File: config.mk
export PLATFORM = sky130hd
export DESIGN_NAME = mm_sched
export DESIGN_NICKNAME = d
export VERILOG_FILES = /design/src/rtl/mm_sched.sv
export SDC_FILE = /design/constraint.sdc
export NUM_CORES = 1
export LEC_CHECK = 0
export ABC_AREA = 1
export BUFFER_PORTS_ARGS = -buffer_cell sky130_fd_sc_hd__buf_2
export CAP_MARGIN = 20
export CORE_ASPECT_RATIO = 0.7
export CORE_MARGIN = 8
export CORE_UTILIZATION = 25
export CTS_BUF_LIST = sky130_fd_sc_hd__clkbuf_4 sky130_fd_sc_hd__clkbuf_8
export CTS_CLUSTER_DIAMETER = 120
export DETAILED_ROUTE_END_ITERATION = 6
export MAX_ROUTING_LAYER = met4
export PLACE_DENSITY = 0.54
export SLEW_MARGIN = 20
export SYNTH_ARGS = -nofsm -noshare
export SYNTH_HDL_FRONTEND = slang
export SYNTH_SLANG_ARGS = --single-unit
File: constraint.sdc
create_clock -name clk -period 1.6 [get_ports clk]
set_input_delay 0.24 -clock clk [delete_from_list [all_inputs] [get_ports clk]]
set_output_delay 0.24 -clock clk [all_outputs]
set_load 0.1 [all_outputs]
File: src/rtl/mm_sched.sv
// Job sequencer for an NxN systolic MAC array: clears the array, streams K operand
// columns/rows from the buffers, skews them onto the array edges and flags results valid.
module mm_sched #(
  parameter int N  = 4,
  parameter int DW = 4,
  parameter int KW = 8
) (
  input  logic            clk,
  input  logic            rst,
  input  logic            start,
  input  logic            abort,
  input  logic [KW-1:0]   k_len,
  output logic            busy,
  output logic            done,
  output logic            res_valid,
  output logic            pe_rst,
  output logic            a_rd_en,
  output logic            b_rd_en,
  output logic [KW-1:0]   rd_addr,
  input  logic [N*DW-1:0] a_in,
  input  logic [N*DW-1:0] b_in,
  output logic [N*DW-1:0] left_bus,
  output logic [N*DW-1:0] up_bus
);

  localparam int CW = $clog2(2 * N);
  // Drain covers the read latency plus the skew and propagation to the far corner PE.
  localparam logic [CW-1:0] DRAIN_LAST = CW'(2 * N - 2);

  typedef enum logic [2:0] {
    S_IDLE,
    S_CLEAR,
    S_FEED,
    S_DRAIN,
    S_DONE
  } state_t;

  state_t        state_q, state_d;
  logic [KW-1:0] k_q, k_d;
  logic [KW-1:0] addr_q, addr_d;
  logic [CW-1:0] cnt_q, cnt_d;
  logic          res_valid_q, res_valid_d;
  logic          busy_q, done_q, pe_rst_q, rd_en_q, rd_vld_q;
  logic          abort_acc;

  assign abort_acc = abort && (state_q != S_IDLE);

  always_comb begin
    state_d     = state_q;
    k_d         = k_q;
    addr_d      = addr_q;
    cnt_d       = cnt_q;
    res_valid_d = res_valid_q;
    case (state_q)
      S_IDLE: begin
        if (start) begin
          state_d     = S_CLEAR;
          k_d         = k_len;
          addr_d      = '0;
          res_valid_d = 1'b0;
        end
      end
      S_CLEAR: begin
        addr_d  = '0;
        state_d = (k_q == '0) ? S_DONE : S_FEED;
      end
      S_FEED: begin
        if (addr_q == k_q - KW'(1)) begin
          state_d = S_DRAIN;
          cnt_d   = DRAIN_LAST;
        end else begin
          addr_d = addr_q + KW'(1);
        end
      end
      S_DRAIN: begin
        if (cnt_q == '0) begin
          state_d = S_DONE;
        end else begin
          cnt_d = cnt_q - CW'(1);
        end
      end
      S_DONE: begin
        state_d = S_IDLE;
      end
      default: begin
        state_d = S_IDLE;
      end
    endcase
    if (state_d == S_DONE) begin
      res_valid_d = 1'b1;
    end
    if (abort_acc) begin
      state_d     = S_IDLE;
      res_valid_d = 1'b0;
    end
  end

  always_ff @(posedge clk or negedge rst) begin
    if (!rst) begin
      state_q     <= S_IDLE;
      k_q         <= '0;
      addr_q      <= '0;
      cnt_q       <= '0;
      res_valid_q <= 1'b0;
      busy_q      <= 1'b0;
      done_q      <= 1'b0;
      pe_rst_q    <= 1'b1;
      rd_en_q     <= 1'b0;
      rd_vld_q    <= 1'b0;
    end else begin
      state_q     <= state_d;
      k_q         <= k_d;
      addr_q      <= addr_d;
      cnt_q       <= cnt_d;
      res_valid_q <= res_valid_d;
      busy_q      <= (state_d != S_IDLE);
      done_q      <= (state_d == S_DONE);
      pe_rst_q    <= (state_d == S_CLEAR);
      rd_en_q     <= (state_d == S_FEED);
      rd_vld_q    <= abort_acc ? 1'b0 : rd_en_q;
    end
  end

  assign busy      = busy_q;
  assign done      = done_q;
  assign res_valid = res_valid_q;
  assign pe_rst    = pe_rst_q;
  assign a_rd_en   = rd_en_q;
  assign b_rd_en   = rd_en_q;
  assign rd_addr   = addr_q;

  logic [DW-1:0] a_gate [N];
  logic [DW-1:0] b_gate [N];

  // Lane i is delayed i cycles; data outside the operand window is forced to zero.
  for (genvar gi = 0; gi < N; gi++) begin : g_lane
    assign a_gate[gi] = rd_vld_q ? a_in[gi*DW +: DW] : '0;
    assign b_gate[gi] = rd_vld_q ? b_in[gi*DW +: DW] : '0;

    if (gi == 0) begin : g_direct
      assign left_bus[0 +: DW] = a_gate[0];
      assign up_bus[0 +: DW]   = b_gate[0];
    end else begin : g_skew
      logic [DW-1:0] a_sk_q [gi];
      logic [DW-1:0] b_sk_q [gi];

      always_ff @(posedge clk or negedge rst) begin
        if (!rst) begin
          for (int d = 0; d < gi; d++) begin
            a_sk_q[d] <= '0;
            b_sk_q[d] <= '0;
          end
        end else if (abort_acc) begin
          for (int d = 0; d < gi; d++) begin
            a_sk_q[d] <= '0;
            b_sk_q[d] <= '0;
          end
        end else begin
          a_sk_q[0] <= a_gate[gi];
          b_sk_q[0] <= b_gate[gi];
          for (int d = 1; d < gi; d++) begin
            a_sk_q[d] <= a_sk_q[d-1];
            b_sk_q[d] <= b_sk_q[d-1];
          end
        end
      end

      assign left_bus[gi*DW +: DW] = a_sk_q[gi-1];
      assign up_bus[gi*DW +: DW]   = b_sk_q[gi-1];
    end
  end

endmodule

== Yosys cells after proc, flatten, opt, wreduce, memory -nomap -nowiden ==
Index checks and enable logic that the tools add are counted.

* Output and inout bits: 46
* Input port bits: 44
* Flip-flop bits (word level): 76
* Logic and storage cells: 82

* Multiplexer cells: 31
* $add $sub $neg: 3
* Reduce and logical (&&, ||, !) cells: 14
* Eq/ne operators: 12

{| class="wikitable"
|+ Operators with widths
! cell !! count
|-
| $mux W4 || 10
|-
| $mux W8 || 4
|-
| $mux W12 || 2
|-
| $pmux W8 S3 || 1
|-
| $mux W3 || 7
|-
| $reduce_bool A3 Y1 || 5
|-
| $pmux W3 S4 || 1
|-
| $eq A3 B2 Y1 const B || 3
|-
| $add A8 B1 Y8 const B || 1
|-
| $eq A8 B8 Y1 || 1
|-
| $logic_not A8 Y1 || 1
|-
| $ne A2 B2 Y1 const B || 4
|-
| $sub A8 B1 Y8 const B || 1
|-
| $eq A3 B1 Y1 const B || 2
|-
| $eq A3 B3 Y1 const B || 2
|-
| $logic_not A3 Y1 || 2
|-
| $pmux W3 S2 || 1
|-
| $reduce_and A3 Y1 || 2
|-
| $mux W1 || 5
|-
| $reduce_and A2 Y1 || 2
|-
| $sub A3 B1 Y3 const B || 1
|-
| $reduce_bool A2 Y1 || 1
|-
| $logic_and A1 B1 Y1 || 1
|}

== Longest topological paths before layout ==
* Depth in word-level cells: 7
* Gate-level depth with buffers: 14
* Mapped depth without buffers: 13

== Least setup slack after synthesis ==
No wires, ideal clock.

* Path kind: reg-to-reg
* Start point: register addr_q[3] (netlist: rd_addr[3])
* End point: register addr_q[5] (netlist: rd_addr[5])
* Required time: 1.526 ns
* Buffers on the path: 2
* Library setup time: 0.074 ns
* Cell stages (with the launch flop): 12
* Data arrival time: 2.068 ns
* Period minus slack after synthesis: 2.142 ns
* Setup slack: -0.542 ns
* Cell sequence: dfrtp_1 -> buf_2 -> xor2_1 -> nand2_1 -> nand2_1 -> nand2_1 -> nor2_1 -> nand2_2 -> nand2_4 -> buf_12 -> nand2_1 -> o21ai_2

* Word-level cells in the longest chain between the ends: 3
* Elaborated cells between the ends (all ways): 6
* Those cells by class: 1 x add/sub; 2 x eq/ne; 2 x mux; 1 x reduce/logical

{| class="wikitable"
|+ RTL lines
! element !! line !! text
|-
| from (decl) || 40 || <nowiki>logic [KW-1:0] addr_q, addr_d;</nowiki>
|-
| from (signal assigned) || 113 || <nowiki>addr_q <= addr_d;</nowiki>
|-
| $add A8 B1 Y8 / $eq A8 B8 Y1 (equally long branches) || 72, 68 ||
|-
| $mux W8 / $ne A2 B2 Y1 (equally long branches) || - ||
|-
| $pmux W8 S3 / $reduce_and A3 Y1 (equally long branches) || - ||
|}

Several ways; a longest one is shown, not always the timed one. The select of a mux whose other input is x is not followed.
A chain may end at the register's enable or synchronous reset.

== Worst setup path after layout ==
* Start point: register k_q[0]
* End point: register addr_q[4] (netlist: rd_addr[4])

* Word-level cells in the longest chain between the ends: 4

{| class="wikitable"
|+ RTL lines
! element !! line !! text
|-
| from (decl) || 39 || <nowiki>logic [KW-1:0] k_q, k_d;</nowiki>
|-
| from (signal assigned) || 112 || <nowiki>k_q <= k_d;</nowiki>
|-
| $sub A8 B1 Y8 || 68 || <nowiki>if (addr_q == k_q - KW'(1)) begin</nowiki>
|-
| $eq A8 B8 Y1 || 68 ||
|-
| $ne A2 B2 Y1 (no line) || - ||
|-
| $reduce_and A3 Y1 (no line) || - ||
|}

No other way between the ends.

==> flow_summary.json <==
{
  "outcome": "finished with violations",
  "violations": "negative setup slack",
  "grt_setup_unrepaired": "yes",
  "worst_pin_slew_ns": 0.4977,
  "required_ns": 1.87,
  "io_pins": 90,
  "fin_ws_ns": -0.06165,
  "grt_usage_pct": 10.19,
  "drive_gt1_share_pct": 40.39,
  "mostFrequentLayoutCell": "nand2_1",
  "gp_congestion": 0.8194,
  "num_vias": 2796,
  "netlist_area_sq_um": 3430,
  "viasPerCell": 3.994,
  "wirelength_microns": 8685,
  "yosysSeqAreaShare_pct": 55.49,
  "wire_per_inst_microns": 12.41,
  "dr.pass1.iters": 4,
  "syn_area_per_cell_sq_um": 8.531,
  "min_period_over_period_pct": 103.9,
  "p_switching_uw": 4006,
  "synth_cells": 402,
  "clock-root-buffer": "clkbuf_8",
  "synth_warnings": 0,
  "r2r-start": "k_q[0]",
  "cp_max_fo": 8,
  "utilization_pct": 36.13,
  "diodes": 0,
  "internal_power_uw": 4445,
  "critPathKind": "flop to flop",
  "min_period_ns": 1.662,
  "grt_pass1_vias": 2832,
  "slew_headroom_pct": 67.05,
  "die_w_microns": 156.0,
  "ir_worst_vdd_v": 0.0009036,
  "drt_iter0_drc": 155,
  "syn_to_final_growth_pct": 39.80,
  "grt_max_degree": 50,
  "portBuffers": 89,
  "drv_cap": 0,
  "cts_tree": "built",
  "remaining_drc_errors": 0,
  "antenna_found_initial": 0,
  "coreArea_sq_um": 13270,
  "syn_nets": 451,
  "worstHoldStart": "k_len[7]",
  "worstSetupStartpointType": "flop",
  "p_sw_share_pct": 47.40,
  "final_cell_mix": "nand2_1, buf_2, dfrtp_1",
  "htree_levels": 3,
  "cp-end-kind": "flop",
  "crit_start": "k_q[0]",
  "clock_sinks": 76,
  "tns_ns": -0.4520,
  "dieArea_sq_um": 17780,
  "synth-async-reset-ratio_pct": 100.0,
  "slew_violations": 0,
  "numCtsBuffers": 9,
  "antenna_left": 0,
  "p_leak_uw": 0.002518,
  "clk_path_buf_depth": 2,
  "clk_pin_slew_ns": 0.08,
  "nets": 559,
  "nFillCells": 1363,
  "rows": 35,
  "setup_violations": 11,
  "clkPwrFrac_pct": 16.6,
  "synth_edf_count": 0,
  "hold_viol_final": 0,
  "clk_latency_ns": 0.34,
  "initial_utilization_pct": 25.85,
  "regArea_sq_um": 1932,
  "combPwrFrac_pct": 52.7,
  "clock-skew-final_ns": 0.006421,
  "finalPower_uw": 8450,
  "dp_hpwl_microns": 6207,
  "ys_types": 27,
  "synth_ff_type": "dfrtp_1",
  "p_per_area_nw_per_um2": 1762,
  "multi_input_area_sq_um": 1266,
  "die_h_microns": 114.0,
  "cp_data_arrival_time_ns": 1.93,
  "grt_pass1_wl_microns": 14000,
  "p_seq_share_pct": 30.7,
  "synth_seq_cells": 76,
  "clock.fmax_mhz": 601.8,
  "hold_path.class": "input pin to flop",
  "grt-ovfl-total": 0
}
## path summary, 6_finish.rpt
path,cells past startpoint,endpoint,slack (ns)
max in group asynchronous,3,pe_rst,0.73
min in group asynchronous,2,k_q[1],0.25
setup / recovery,12,rd_addr[4],-0.06
hold reg to reg,2,g_lane[3].g_skew.a_sk_q[4],0.47
setup reg to reg,12,rd_addr[4],-0.06
hold / removal,3,k_q[7],0.10
## worst max-delay path, cell delays in order, from the launching register on
cell	delay [ns]
dfrtp_1	0.40
inv_2	0.09
buf_4	0.14
nand2_1	0.12
nor2_2	0.13
nand2_1	0.05
nand2_1	0.08
nand2_1	0.09
nor2_4	0.14
nand2_8	0.11
nand2_8	0.13
nand2_1	0.07
o21ai_2	0.05
## sequential cells by signal (all words and copies together), names as in the netlist
signal	flops
g_lane.g_skew.a_sk_q	16
g_lane.g_skew.b_sk_q	16
k_q	8
left_bus	8
rd_addr	8
up_bus	8
cnt_q	3
state_q	3
a_rd_en	1
busy	1
done	1
pe_rst	1
rd_vld_q	1
res_valid	1
## final cells by class
cell class	instances	area share [%]
well taps	185	4.828
clock inverters	3	0.4175
flip-flops and latches	76	40.29
clock buffers	13	3.601
inverters	65	5.089
repair buffers	125	19.36
multi-input cells	233	26.41
## cells by family (layout without fill, tap and decap cells)
group	count (synthesis)	count (layout)	share of synthesized area [%]
buf+inv	94	206	12.81
simple gates	195	196	23.13
flops	76	76	55.49
fa+ha+maj	5	5	1.824
xor+xnor	9	9	2.298
compound gates	23	23	4.451
## power groups by stage
stage                     logic, uW  clock network, uW  registers [uW]
final                          4450               1400            2600
after global routing           4820               1550            2640
after CTS                      4170               1460            2580
after detailed placement       3810                  0            2600
after global placement         3780                  0            2600
after floorplan                2270                  0            3190
## per-stage QoR
step	cell area, sq um	hold WS [ns]	instances	worst slack [ns]
after floorplan	3483	-0.05559	402	-0.09274
after global placement	4307	0.08137	672	-0.2025
after detailed placement	4307	0.08344	672	-0.2102
after CTS	4641	0.07800	693	-0.04048
after global routing	4795	0.08400	700	-0.1783
final	4795	0.1044	700	-0.06165
## Yosys cell counts (all sizes together) (2+ instances only)
library cell | n | area share, %
clkbuf | 6 | 0.66
nand4 | 2 | 0.36
nor3 | 2 | 0.29
xor2 | 5 | 1.3
dfrtp | 75 | 55
xnor2 | 4 | 1.0
nand2 | 104 | 12
nand3 | 12 | 1.8
ha | 5 | 1.8
inv | 65 | 7.1
or2 | 2 | 0.36
o21ai | 18 | 3.5
buf | 23 | 5.0
a31oi | 2 | 0.36
nor2 | 69 | 7.8
nand3b | 3 | 0.66
## what timing repair did
item | 4_1_cts | 5_1_grt
hold buffers | 1 | 0
gates resized for setup | 32 | 29
hold endpoints to repair | 49 | 0
cloned | 1 | 1
setup buffers | 3 | 7
endpoints found under the setup margin | 20 | 70
pin swaps | 15 | 18
## per-layer routing
metal / global-route usage [%] / part of all wire, %
met2: 14.93 / 43
met4: 3.673 / 1.4
met1: 12.69 / 48
met3: 3.702 / 7.4
met5: - / 0
No activity file was read; power rests on OpenSTA's default activity.
